--- src/rtl/avg_pool_write_sequencer_pkg.sv ---
// Shared average-pool write constants: opcode range, beats per bank and lane count,
// used by both the write sequencer and the lane-enable write decoder.
package avg_pool_write_sequencer_pkg;

    localparam int unsigned OPC_W              = 6;
    localparam int unsigned AVG_BEATS_PER_BANK = 6;
    localparam int unsigned AVG_LANES          = 16;
    localparam int unsigned AVG_BANK_CNT_W     = 10;

    localparam logic [OPC_W-1:0] OPC_AVG_BASE = 6'd32;
    localparam logic [OPC_W-1:0] OPC_AVG_LAST = 6'd37;
    localparam logic [OPC_W-1:0] OPC_NOP      = 6'd0;

    typedef logic [OPC_W-1:0] avg_opc_t;

endpackage

--- src/rtl/avg_pool_write_sequencer.sv ---
// Sequences average-pool result beats into 16-lane banks, emitting write opcodes
// OPC_BASE..OPC_BASE+5 per bank and handing each full bank downstream.
module avg_pool_write_sequencer
    import avg_pool_write_sequencer_pkg::*;
#(
    parameter logic [OPC_W-1:0] OPC_BASE       = OPC_AVG_BASE,
    parameter int unsigned      BEATS_PER_BANK = AVG_BEATS_PER_BANK,
    parameter int unsigned      BANK_CNT_W     = AVG_BANK_CNT_W
) (
    input  logic                  i_clk,
    input  logic                  i_rst_n,
    input  logic                  i_start,
    input  logic [BANK_CNT_W-1:0] i_numBanks,
    input  logic                  i_abort,
    input  logic                  i_valid,
    output logic                  o_ready,
    output logic [OPC_W-1:0]      o_opcode,
    output logic                  o_bankValid,
    input  logic                  i_bankAck,
    output logic                  o_busy,
    output logic                  o_done
);

    localparam int unsigned BEAT_W = $clog2(BEATS_PER_BANK);

    typedef enum logic [1:0] {
        ST_IDLE,
        ST_WRITE,
        ST_FLUSH,
        ST_DONE
    } state_t;

    state_t                state;
    logic [BEAT_W-1:0]     beat_cnt;
    logic [BANK_CNT_W-1:0] bank_cnt;
    logic [BANK_CNT_W-1:0] num_banks;

    // Sequencer state and counters; abort outranks every other event.
    always_ff @(posedge i_clk or negedge i_rst_n) begin
        if (!i_rst_n) begin
            state     <= ST_IDLE;
            beat_cnt  <= '0;
            bank_cnt  <= '0;
            num_banks <= '0;
        end else if (i_abort) begin
            state    <= ST_IDLE;
            beat_cnt <= '0;
            bank_cnt <= '0;
        end else begin
            case (state)
                ST_IDLE: begin
                    if (i_start) begin
                        num_banks <= i_numBanks;
                        beat_cnt  <= '0;
                        bank_cnt  <= '0;
                        state     <= (i_numBanks == '0) ? ST_DONE : ST_WRITE;
                    end
                end
                ST_WRITE: begin
                    if (i_valid) begin
                        if (beat_cnt == BEAT_W'(BEATS_PER_BANK - 1)) begin
                            beat_cnt <= '0;
                            state    <= ST_FLUSH;
                        end else begin
                            beat_cnt <= beat_cnt + BEAT_W'(1);
                        end
                    end
                end
                ST_FLUSH: begin
                    if (i_bankAck) begin
                        if (bank_cnt == num_banks - BANK_CNT_W'(1)) begin
                            state <= ST_DONE;
                        end else begin
                            bank_cnt <= bank_cnt + BANK_CNT_W'(1);
                            state    <= ST_WRITE;
                        end
                    end
                end
                ST_DONE: state <= ST_IDLE;
                default: state <= ST_IDLE;
            endcase
        end
    end

    // Opcode is valid in the transfer cycle, so it decodes straight from beat_cnt.
    assign o_ready     = (state == ST_WRITE) && !i_abort;
    assign o_opcode    = o_ready ? (OPC_BASE + OPC_W'(beat_cnt)) : OPC_NOP;
    assign o_bankValid = (state == ST_FLUSH);
    assign o_busy      = (state != ST_IDLE);
    assign o_done      = (state == ST_DONE) && !i_abort;

endmodule

--- config.mk ---
export PLATFORM = sky130hd
export DESIGN_NAME = avg_pool_write_sequencer
export DESIGN_NICKNAME = d
export VERILOG_FILES = /design/src/rtl/avg_pool_write_sequencer_pkg.sv /design/src/rtl/avg_pool_write_sequencer.sv
export SDC_FILE = /design/constraint.sdc
export NUM_CORES = 1
export LEC_CHECK = 0
export CAP_MARGIN = 20
export CELL_PAD_IN_SITES_DETAIL_PLACEMENT = 1
export CELL_PAD_IN_SITES_GLOBAL_PLACEMENT = 2
export CORE_UTILIZATION = 38
export DETAILED_ROUTE_END_ITERATION = 10
export DONT_BUFFER_PORTS = 1
export GPL_TIMING_DRIVEN = 0
export PLACE_DENSITY = 0.75
export RECOVER_POWER = 100
export SLEW_MARGIN = 0
export SYNTH_ARGS = -nofsm -noshare
export SYNTH_HDL_FRONTEND = slang
export SYNTH_SLANG_ARGS = --single-unit
--- constraint.sdc ---
create_clock -name i_clk -period 3.2 [get_ports i_clk]
set_input_delay 0.64 -clock i_clk [delete_from_list [all_inputs] [get_ports i_clk]]
set_output_delay 0.64 -clock i_clk [all_outputs]
set_load 0.01 [all_outputs]
Word-level counts from Yosys, hierarchy flattened
Index checks and enable logic that the tools add are counted.
Word-level totals
  flip-flop bits (word level): 25
  input port bits: 16
  output and inout port bits: 10
  logic and storage cells: 50
Operators by class
  $add $sub $neg: 4
  equal/unequal tests: 10
  mux-type cells: 19
  bitwise operators: 1
  reduce and logical (&&, ||, !) cells: 12
Operators with widths (number)
  10-bit two-way mux: 4
  10-bit case mux with 2 select lines: 1
  2-bit two-way mux: 7
  3-bit two-way mux: 4
  3-bit != test, second input constant: 4
  10-bit by 1-bit adder with 10-bit output, second input constant: 1
  10-bit == test: 1
  10-bit logical NOT: 1
  10-bit by 1-bit subtractor with 10-bit output, second input constant: 1
  2-bit case mux with 4 select lines: 1
  4-bit AND reduction: 2
  6-bit by 3-bit adder with 6-bit output, first input constant: 1
  6-bit two-way mux: 1
  3-bit case mux with 2 select lines: 1
  3-bit AND reduction: 2
  3-bit nonzero test: 2
  2-bit == test, second input constant: 2
  3-bit by 1-bit adder with 3-bit output, second input constant: 1
  3-bit == test, second input constant: 1
  3-bit by 2-bit != test with 1-bit output, second input constant: 1
  2-bit by 1-bit == test with 1-bit output, second input constant: 1
  1-bit logical AND: 2
  2-bit logical NOT: 1
  2-bit nonzero test: 1
  other kinds (2): 2

Logic depth before layout (Yosys ltp)
Gate-level depths: netlist of the first run.
  word-level depth: 6
  gate-level depth with buffers: 12
  gate-level depth less buffers: 9

Worst setup path before layout of the first run
No wires, ideal clock.
  path kind: reg-to-reg
  start: register num_banks[0]
  end: register bank_cnt[7]
  library setup time: 0.069 ns
  arrival: 2.394 ns
  data required time: 3.131 ns
  path slack: 0.736 ns
  stages on the path, launching flop included: 12
  buffers on the path: 2
  clock period less this slack: 2.464 ns
  cell sequence: dfrtp_1 > inv_1 > ha_1 > buf_2 > xnor3_1 > nand4_1 > a2111oi_1 > a311oi_1 > and3b_1 > buf_6 > or4b_1 > nand3_1
Between the ends
  cells in the longest elaborated chain, start to end: 4
Ends and longest elaborated chain
  from (decl): line avg_pool_write_sequencer.sv:36  | logic [BANK_CNT_W-1:0] num_banks;
  from (signal assigned): line avg_pool_write_sequencer.sv:53  | num_banks <= i_numBanks;
  10-bit by 1-bit subtractor with 10-bit output: line avg_pool_write_sequencer.sv:71  | if (bank_cnt == num_banks - BANK_CNT_W'(1)) begin
  10-bit == test: line avg_pool_write_sequencer.sv:71
  3-bit != test (no line)
  4-bit AND reduction (no line)
  to (signal assigned): line avg_pool_write_sequencer.sv:74  | bank_cnt <= bank_cnt + BANK_CNT_W'(1);
  to (decl): line avg_pool_write_sequencer.sv:35  | logic [BANK_CNT_W-1:0] bank_cnt;
Every way passes these cells.
A chain may end at the register's enable or synchronous reset.

Worst setup path after layout of the first run
Same ends and word-level chain as after synthesis.

==> summary.log, run 1 <==
qor: timing.fin_skew 0.00284 ns
qor: yosys.postSynthCellCount 190
qor: detailed_routing.num_vias 1427
qor: power_and_ir_drop.finalPower 0.913 mW
qor: clock_network.insertion_delay 0.27 ns
qor: yosys.synth.ff_latch_count 25
qor: timing.period_share 90.0%
qor: timing.finalHoldViolCount 0
qor: timing.fmaxAchievable 347 MHz
qor: layout.flow.area_growth_from_synthesis 6.24%
qor: floorplanning.rows 23
qor: clock_network.clock_tree_from_tritoncts built
qor: detailed_routing.detail-route-antenna-nets 0
qor: detailed_routing.drt_drc_violations_left 0
qor: clock_network.cts_num_sinks 25
qor: detailed_routing.routed_wl 4310 microns
qor: critical_path.combined_buffer_and_inverter_count_along_the_critical_path 4
qor: clock_network.cts_hold_buffers 0
qor: layout.layout.core_utilization 43.7%
qor: critical_path.cp-start-kind flip-flop
qor: layout.instances_no_fill 245
qor: floorplanning.initial_core_util 41.2%
qor: critical_path.timing.critical_path.slowest_cell_delay 0.42 ns
qor: critical_path.timing.critical_path.mode_cell sky130_fd_sc_hd__buf_6
qor: global_route.grt_total_usage 20.2%
qor: yosys.synth_async_sr_flop_share 100%
qor: timing.finalMaxSlewViolations 0
qor: layout.post_route_cells_drive_above_1_share 10.8%
qor: layout.final_nets 214
qor: floorplanning.dieHeight 69.0 microns
qor: global_route.grt_antenna_before_repair 0
qor: critical_path.arrival_time_worst_endpoint 3.02 ns
qor: floorplanning.boundaryPins 26
qor: clock_network.clock_tree.root_cell sky130_fd_sc_hd__clkbuf_8
qor: detailed_routing.route.detailed.vias_per_inst 5.82
qor: yosys.synth.area.mux_share 6.53%
qor: power_and_ir_drop.pwr_dens 504 mW/mm^2
qor: clock_network.clock_path_buffers 2
qor: timing.unrepaired_setup_endpoints_after_global_routing false
qor: layout.antenna_cells_inserted 0
qor: critical_path.r2r_end bank_cnt[7]$_DFFE_PN0P_
qor: placed_design.pre_cts_slack 0.433 ns
qor: yosys.synth-compound-area-share 15.1%
qor: yosys.post_synth_fa_ha_maj_area_fraction 1.47%
qor: yosys.ys.warnings.count 0
qor: critical_path.ff2ff_setup_slack 0.32 ns
qor: placed_design.place.gp.congestion 0.779
qor: clock_network.cts_buffers 3
qor: clock_network.clock_tree.htree_level_count 1
qor: placed_design.dpl.cell_count 241
qor: placed_design.dp.final_hpwl 3300 microns
qor: layout.nFillCells 505
qor: clock_network.cts_post_setup_buffers_inserted 0
qor: floorplanning.dieWidth 69.0 microns
qor: timing.slew_headroom 49.8%
qor: global_route.grt_pass1_wl 6890 microns
qor: timing.worstMarginPinSlew 0.747 ns
qor: critical_path.worstReg2RegStart num_banks[0]$_DFFE_PN0P_
qor: global_route.gr-total-overflow 0
qor: yosys.synth-seq-area-share 36.7%
qor: detailed_routing.drt_pass1_iterations 4
qor: critical_path.critical_path_class reg2reg
qor: flow_run.cap_viol_max_count 0
qor: worst_hold_path.min_path_type in2async
qor: yosys.dominant_combinational_cell_family_by_area_after_synthesis simple AND/OR/NAND/NOR gates
qor: yosys.synth_area 0.00171 sq mm
qor: yosys.synth-main-ff-cell sky130_fd_sc_hd__dfrtp_1
qor: power_and_ir_drop.static_leakage 0.756 nW
qor: detailed_routing.wire_per_inst 17.6 microns
qor: timing.finalSetupViolations 0
qor: timing.finalWorstPathRequiredPeriod 2.88 ns
qor: floorplanning.floorplan.die_area 0.00476 sq mm
qor: yosys.synth_enable_flop_cells 0
qor: critical_path.crit_path_cell_trace inv_1 -> ha_1 -> buf_2 -> xnor3_1 -> nand4_1 -> a2111oi_0 -> a311oi_1 -> and3b_1 -> buf_6 -> buf_6 -> o311ai_0 -> nand3_1
qor: yosys.post_synth_and_or_nand_nor_area_fraction 25.0%
qor: global_route.first_global_vias 1372
qor: placed_design.portBuffers 0
qor: clock_network.cts.repair.resized 0
qor: critical_path.cpMaxStageDelayCell sky130_fd_sc_hd__dfrtp_1
qor: global_route.grt_start_max_net_pins 26
qor: critical_path.critical_path.top_delay_family compound AO/OA/AOI/OAI gates
qor: yosys.yosys.area_share.xor_xnor 8.51%
qor: timing.final.setup.tns 0 ns
qor: critical_path.worstSetupEndpointType flip-flop
qor: critical_path.critPathMaxFanout 10
qor: run_status.run_status complete, no violations
qor: detailed_routing.drt_iter0_drc 55
qor: clock_network.cts.reportedPaths.clkPinSlew 0.09 ns
qor: yosys.syn-mean-instance-area 8.98 sq um
qor: critical_path.worst_r2r_path_depth 12
qor: yosys.synth_cell_type_count 51
qor: floorplanning.core_area 0.00414 sq mm
qor: power_and_ir_drop.vdd.ir_drop.worst 199 uV
qor: critical_path.cp_data_required_time 3.34 ns
qor: timing.final.setup.worst_slack 0.321 ns
-- kinds of logic after synthesis --
kind of cell,after synthesis
other,1
DFF,25
and+or+nand+nor,80
buffers and inverters,22
adders and majority gates,2
AOI/OAI and AO/OA,35
muxes,10
xor gates and xnor gates,15
-- layer usage --
metal,vias up,track usage [%],routed length [microns]
met3,2,4.28,188
met1,700,26.8,2060
met5,-,0,0
met4,0,5.61,25
li1,692,-,-
met2,33,32.8,2040
-- report_power, final --
group | switching [mW] | internal [mW]
Sequential | 0.0722 | 0.361
Combinational | 0.153 | 0.135
Clock | 0.103 | 0.0891
-- worst max-delay path by stage --
stage | slack (ns) | end | cells past startpoint | startpoint
floorplan | 0.74 | bank_cnt[7]$_DFFE_PN0P_ | 11 | num_banks[0]$_DFFE_PN0P_
global placement | 0.54 | bank_cnt[0]$_DFFE_PN0P_ | 12 | num_banks[0]$_DFFE_PN0P_
detailed placement | 0.43 | bank_cnt[7]$_DFFE_PN0P_ | 12 | num_banks[0]$_DFFE_PN0P_
CTS | 0.41 | bank_cnt[7]$_DFFE_PN0P_ | 12 | num_banks[0]$_DFFE_PN0P_
global route | 0.15 | bank_cnt[7]$_DFFE_PN0P_ | 12 | num_banks[0]$_DFFE_PN0P_
finish | 0.32 | bank_cnt[7]$_DFFE_PN0P_ | 12 | num_banks[0]$_DFFE_PN0P_
-- Yosys cell counts, drive strengths merged, types with 7 or more instances --
cell type,number,area share (%)
nand2,23,5.1
nor3,9,2.9
dfrtp,25,37
nor2,9,2.0
clkbuf,9,2.0
mux2,9,5.9
xor2,7,3.6
inv,7,1.5
xnor2,7,3.6
nand3,12,3.5
o21ai,7,2.1
-- metrics by stage --
step | area, sq um | hold slack [ns]
finish | 1810 | 0.0543
global route | 1810 | 0.0311
CTS | 1820 | 0.0471
detailed placement | 1770 | 0.345
global placement | 1770 | 0.345
floorplan | 1710 | 0.344
-- layout by cell type, fill, tap and decap left out, types with 3 or more instances in the layout --
master | netlist | routed
sky130_fd_sc_hd__a21oi_1 | 3 | 3
sky130_fd_sc_hd__clkbuf_1 | 9 | 11
sky130_fd_sc_hd__clkbuf_8 | 0 | 3
sky130_fd_sc_hd__dfrtp_1 | 25 | 25
sky130_fd_sc_hd__inv_1 | 7 | 7
sky130_fd_sc_hd__mux2_2 | 9 | 9
sky130_fd_sc_hd__nand2_1 | 23 | 23
sky130_fd_sc_hd__nand3_1 | 12 | 12
sky130_fd_sc_hd__nand4b_1 | 3 | 3
sky130_fd_sc_hd__nor2_1 | 9 | 9
sky130_fd_sc_hd__nor2b_1 | 3 | 3
sky130_fd_sc_hd__nor3_1 | 8 | 8
sky130_fd_sc_hd__nor4_1 | 6 | 6
sky130_fd_sc_hd__o211ai_1 | 5 | 5
sky130_fd_sc_hd__o21ai_0 | 5 | 6
sky130_fd_sc_hd__xnor2_1 | 7 | 7
sky130_fd_sc_hd__xor2_1 | 7 | 7
-- registers in the layout, indices dropped and copies added, names as in the netlist --
register / flops
beat_cnt: 3
bank_cnt: 10
state: 2
num_banks: 10
-- layout make-up --
type	instances	area, sq um	area share [%]
sequential	25	626	34.5
clock buffer	4	45.0	2.49
buffer	15	80.1	4.42
multi-input combinational	144	972	53.7
inverter	7	26.3	1.45
tap	50	62.6	3.45
(Power assumes the default switching activity.)
==> run 2, diff against run 1 <==
Settings changed: REMOVE_ABC_BUFFERS set to 1.
==> summary.log, run 2 (synthesized netlist as in run 1, its figures left out) <==
qor: run_status.run_status complete, no violations
qor: timing.worstMarginPinSlew 0.913 ns [+0.166 ns]
qor: placed_design.pre_cts_slack 0.299 ns [-0.134 ns]
qor: critical_path.critPathMaxFanout 15 [+5]
qor: global_route.grt_start_max_net_pins 26 [unchanged]
qor: critical_path.arrival_time_worst_endpoint 3.13 ns [+0.11 ns]
qor: detailed_routing.drt_iter0_drc 66 [+20%]
qor: timing.finalMaxSlewViolations 0 [unchanged]
qor: clock_network.clock_path_buffers 2 [unchanged]
qor: layout.mostFrequentLayoutCell sky130_fd_sc_hd__dfrtp_1
qor: floorplanning.dieHeight 69.0 microns [unchanged]
qor: floorplanning.core_area 0.00414 sq mm [unchanged]
qor: floorplanning.initial_core_util 41.2% [unchanged]
qor: clock_network.cts_hold_buffers 0 [unchanged]
qor: critical_path.critical_path.top_delay_family simple AND/OR/NAND/NOR gates
qor: floorplanning.boundaryPins 26 [unchanged]
qor: layout.final_nets 200 [-6.5%]
qor: power_and_ir_drop.vdd.ir_drop.worst 275 uV [+38%]
qor: layout.post_route_cells_drive_above_1_share 8.84% [-1.9 points]
qor: clock_network.insertion_delay 0.27 ns [about the same]
qor: clock_network.cts.repair.resized 0 [unchanged]
qor: global_route.first_global_vias 1421 [+3.6%]
qor: detailed_routing.drt_pass1_iterations 4 [unchanged]
qor: critical_path.cp-start-kind flip-flop
qor: detailed_routing.route.detailed.vias_per_inst 6.00 [+3.1%]
qor: timing.fmaxAchievable 341 MHz [-1.8%]
qor: floorplanning.rows 23 [unchanged]
qor: global_route.grt_pass1_wl 6760 microns [-1.8%]
qor: placed_design.dp.final_hpwl 3030 microns [-8.2%]
qor: placed_design.portBuffers 0 [unchanged]
qor: worst_hold_path.min_path_type in2async
qor: timing.unrepaired_setup_endpoints_after_global_routing false
qor: critical_path.cpMaxStageDelayCell sky130_fd_sc_hd__or4b_1
qor: layout.top_regs bank_cnt (10), num_banks (10), beat_cnt (3)
qor: timing.finalWorstPathRequiredPeriod 2.93 ns [+0.0524 ns]
qor: critical_path.combined_buffer_and_inverter_count_along_the_critical_path 1 [-3]
qor: timing.final.setup.worst_slack 0.269 ns [-0.0524 ns]
qor: detailed_routing.drt_drc_violations_left 0 [unchanged]
qor: global_route.gr-total-overflow 0 [unchanged]
qor: timing.fin_skew 0.00610 ns [+0.00326 ns]
qor: critical_path.crit_path_cell_trace inv_1 -> ha_1 -> xnor3_1 -> nand4_1 -> a2111oi_0 -> a311oi_1 -> and3b_1 -> or4b_1 -> nand3_1
qor: clock_network.clock_tree_from_tritoncts built
qor: layout.nFillCells 508 [+0.59%]
qor: timing.final.setup.tns 0 ns [unchanged]
qor: detailed_routing.wire_per_inst 17.6 microns [+0.16%]
qor: detailed_routing.routed_wl 4070 microns [-5.6%]
qor: layout.antenna_cells_inserted 0 [unchanged]
qor: clock_network.clock_tree.htree_level_count 1 [unchanged]
qor: timing.period_share 91.6% [+1.6 points]
qor: flow_run.cap_viol_max_count 0 [unchanged]
qor: timing.slew_headroom 38.7% [-11 points]
qor: floorplanning.dieWidth 69.0 microns [unchanged]
qor: critical_path.worstSetupEndpointType flip-flop
qor: clock_network.clock_tree.root_cell sky130_fd_sc_hd__clkbuf_8
qor: clock_network.cts_post_setup_buffers_inserted 0 [unchanged]
qor: floorplanning.floorplan.die_area 0.00476 sq mm [unchanged]
qor: timing.finalHoldViolCount 0 [unchanged]
qor: global_route.grt_total_usage 19.8% [-0.41 points]
qor: clock_network.cts.reportedPaths.clkPinSlew 0.09 ns [about the same]
qor: timing.finalSetupViolations 0 [unchanged]
qor: detailed_routing.num_vias 1387 [-2.8%]
qor: layout.commonest_non_fill_non_tap_cells_in_the_layout sky130_fd_sc_hd__dfrtp_1, sky130_fd_sc_hd__nand2_1, sky130_fd_sc_hd__nand3_1
qor: power_and_ir_drop.static_leakage 0.718 nW [-5.0%]
qor: placed_design.place.gp.congestion 0.712 [-8.7%]
qor: clock_network.cts_buffers 3 [unchanged]
qor: clock_network.cts_num_sinks 25 [unchanged]
qor: critical_path.timing.critical_path.slowest_cell_delay 0.58 ns [+0.16 ns]
qor: critical_path.critical_path_class reg2reg
qor: power_and_ir_drop.pwr_dens 517 mW/mm^2 [+2.5%]
qor: global_route.grt_antenna_before_repair 0 [unchanged]
qor: detailed_routing.detail-route-antenna-nets 0 [unchanged]
qor: critical_path.cp_data_required_time 3.40 ns [+0.06 ns]
qor: layout.flow.area_growth_from_synthesis 1.76%
run 2: changes by cell type in the layout (fill, tap and decap cells not counted), sizes merged:
cell	previous run	this run
buf	5	0
clkbuf	14	5
run 2: layout make-up:
class	count	area, sq um	area share, %
multi-input cells	144	972	56.0
flip-flops and latches	25	626	36.0
well taps	50	62.6	3.60
clock buffers	4	45.0	2.60
inverters	7	26.3	1.51
repair buffers	1	3.75	0.216
run 2: report_power, final:
group          total [mW]  internal, mW  switching, mW  leakage [nW]
registers           0.436         0.361         0.0755         0.326
logic               0.269         0.130          0.139         0.370
clock network       0.192        0.0891          0.102        0.0228
total               0.897         0.580          0.317         0.718
run 2: path summary, 6_finish.rpt:
kind	startpoint	end	slack, ns	cells past startpoint
min in group i_clk	i_abort	state[1]$_DFFE_PN0P_	0.43	1
max reg2reg	num_banks[0]$_DFFE_PN0P_	bank_cnt[7]$_DFFE_PN0P_	0.27	9
max	num_banks[0]$_DFFE_PN0P_	bank_cnt[7]$_DFFE_PN0P_	0.27	9
min reg2reg	beat_cnt[1]$_DFFE_PN0P_	beat_cnt[1]$_DFFE_PN0P_	0.50	1
max in group asynchronous	i_rst_n	bank_cnt[9]$_DFFE_PN0P_	3.07	0
min	i_rst_n	bank_cnt[8]$_DFFE_PN0P_	0.05	0
run 2: per-layer routing:
layer | wire length, microns | GRT usage, % | vias up | share of wire, %
li1 | - | - | 662 | -
met1 | 1840 | 23.7 | 700 | 45
met2 | 2080 | 35.9 | 23 | 51
met3 | 124 | 3.13 | 2 | 3.0
met4 | 25 | 5.61 | 0 | 0.61
met5 | 0 | 0 | - | 0
run 2: metrics by stage:
stage | hold slack, ns | power [mW] | util, % | cell area (sq um) | cells
after floorplan | 0.344 | 0.642 | - | 1630 | 176
after global placement | 0.345 | 0.693 | 40.7 | 1690 | 226
after detailed placement | 0.345 | 0.713 | 40.9 | 1690 | 227
after CTS | 0.0463 | 0.907 | 41.9 | 1740 | 231
after global routing | 0.0334 | 0.958 | 41.9 | 1740 | 231
final | 0.0532 | 0.897 | 41.9 | 1740 | 231
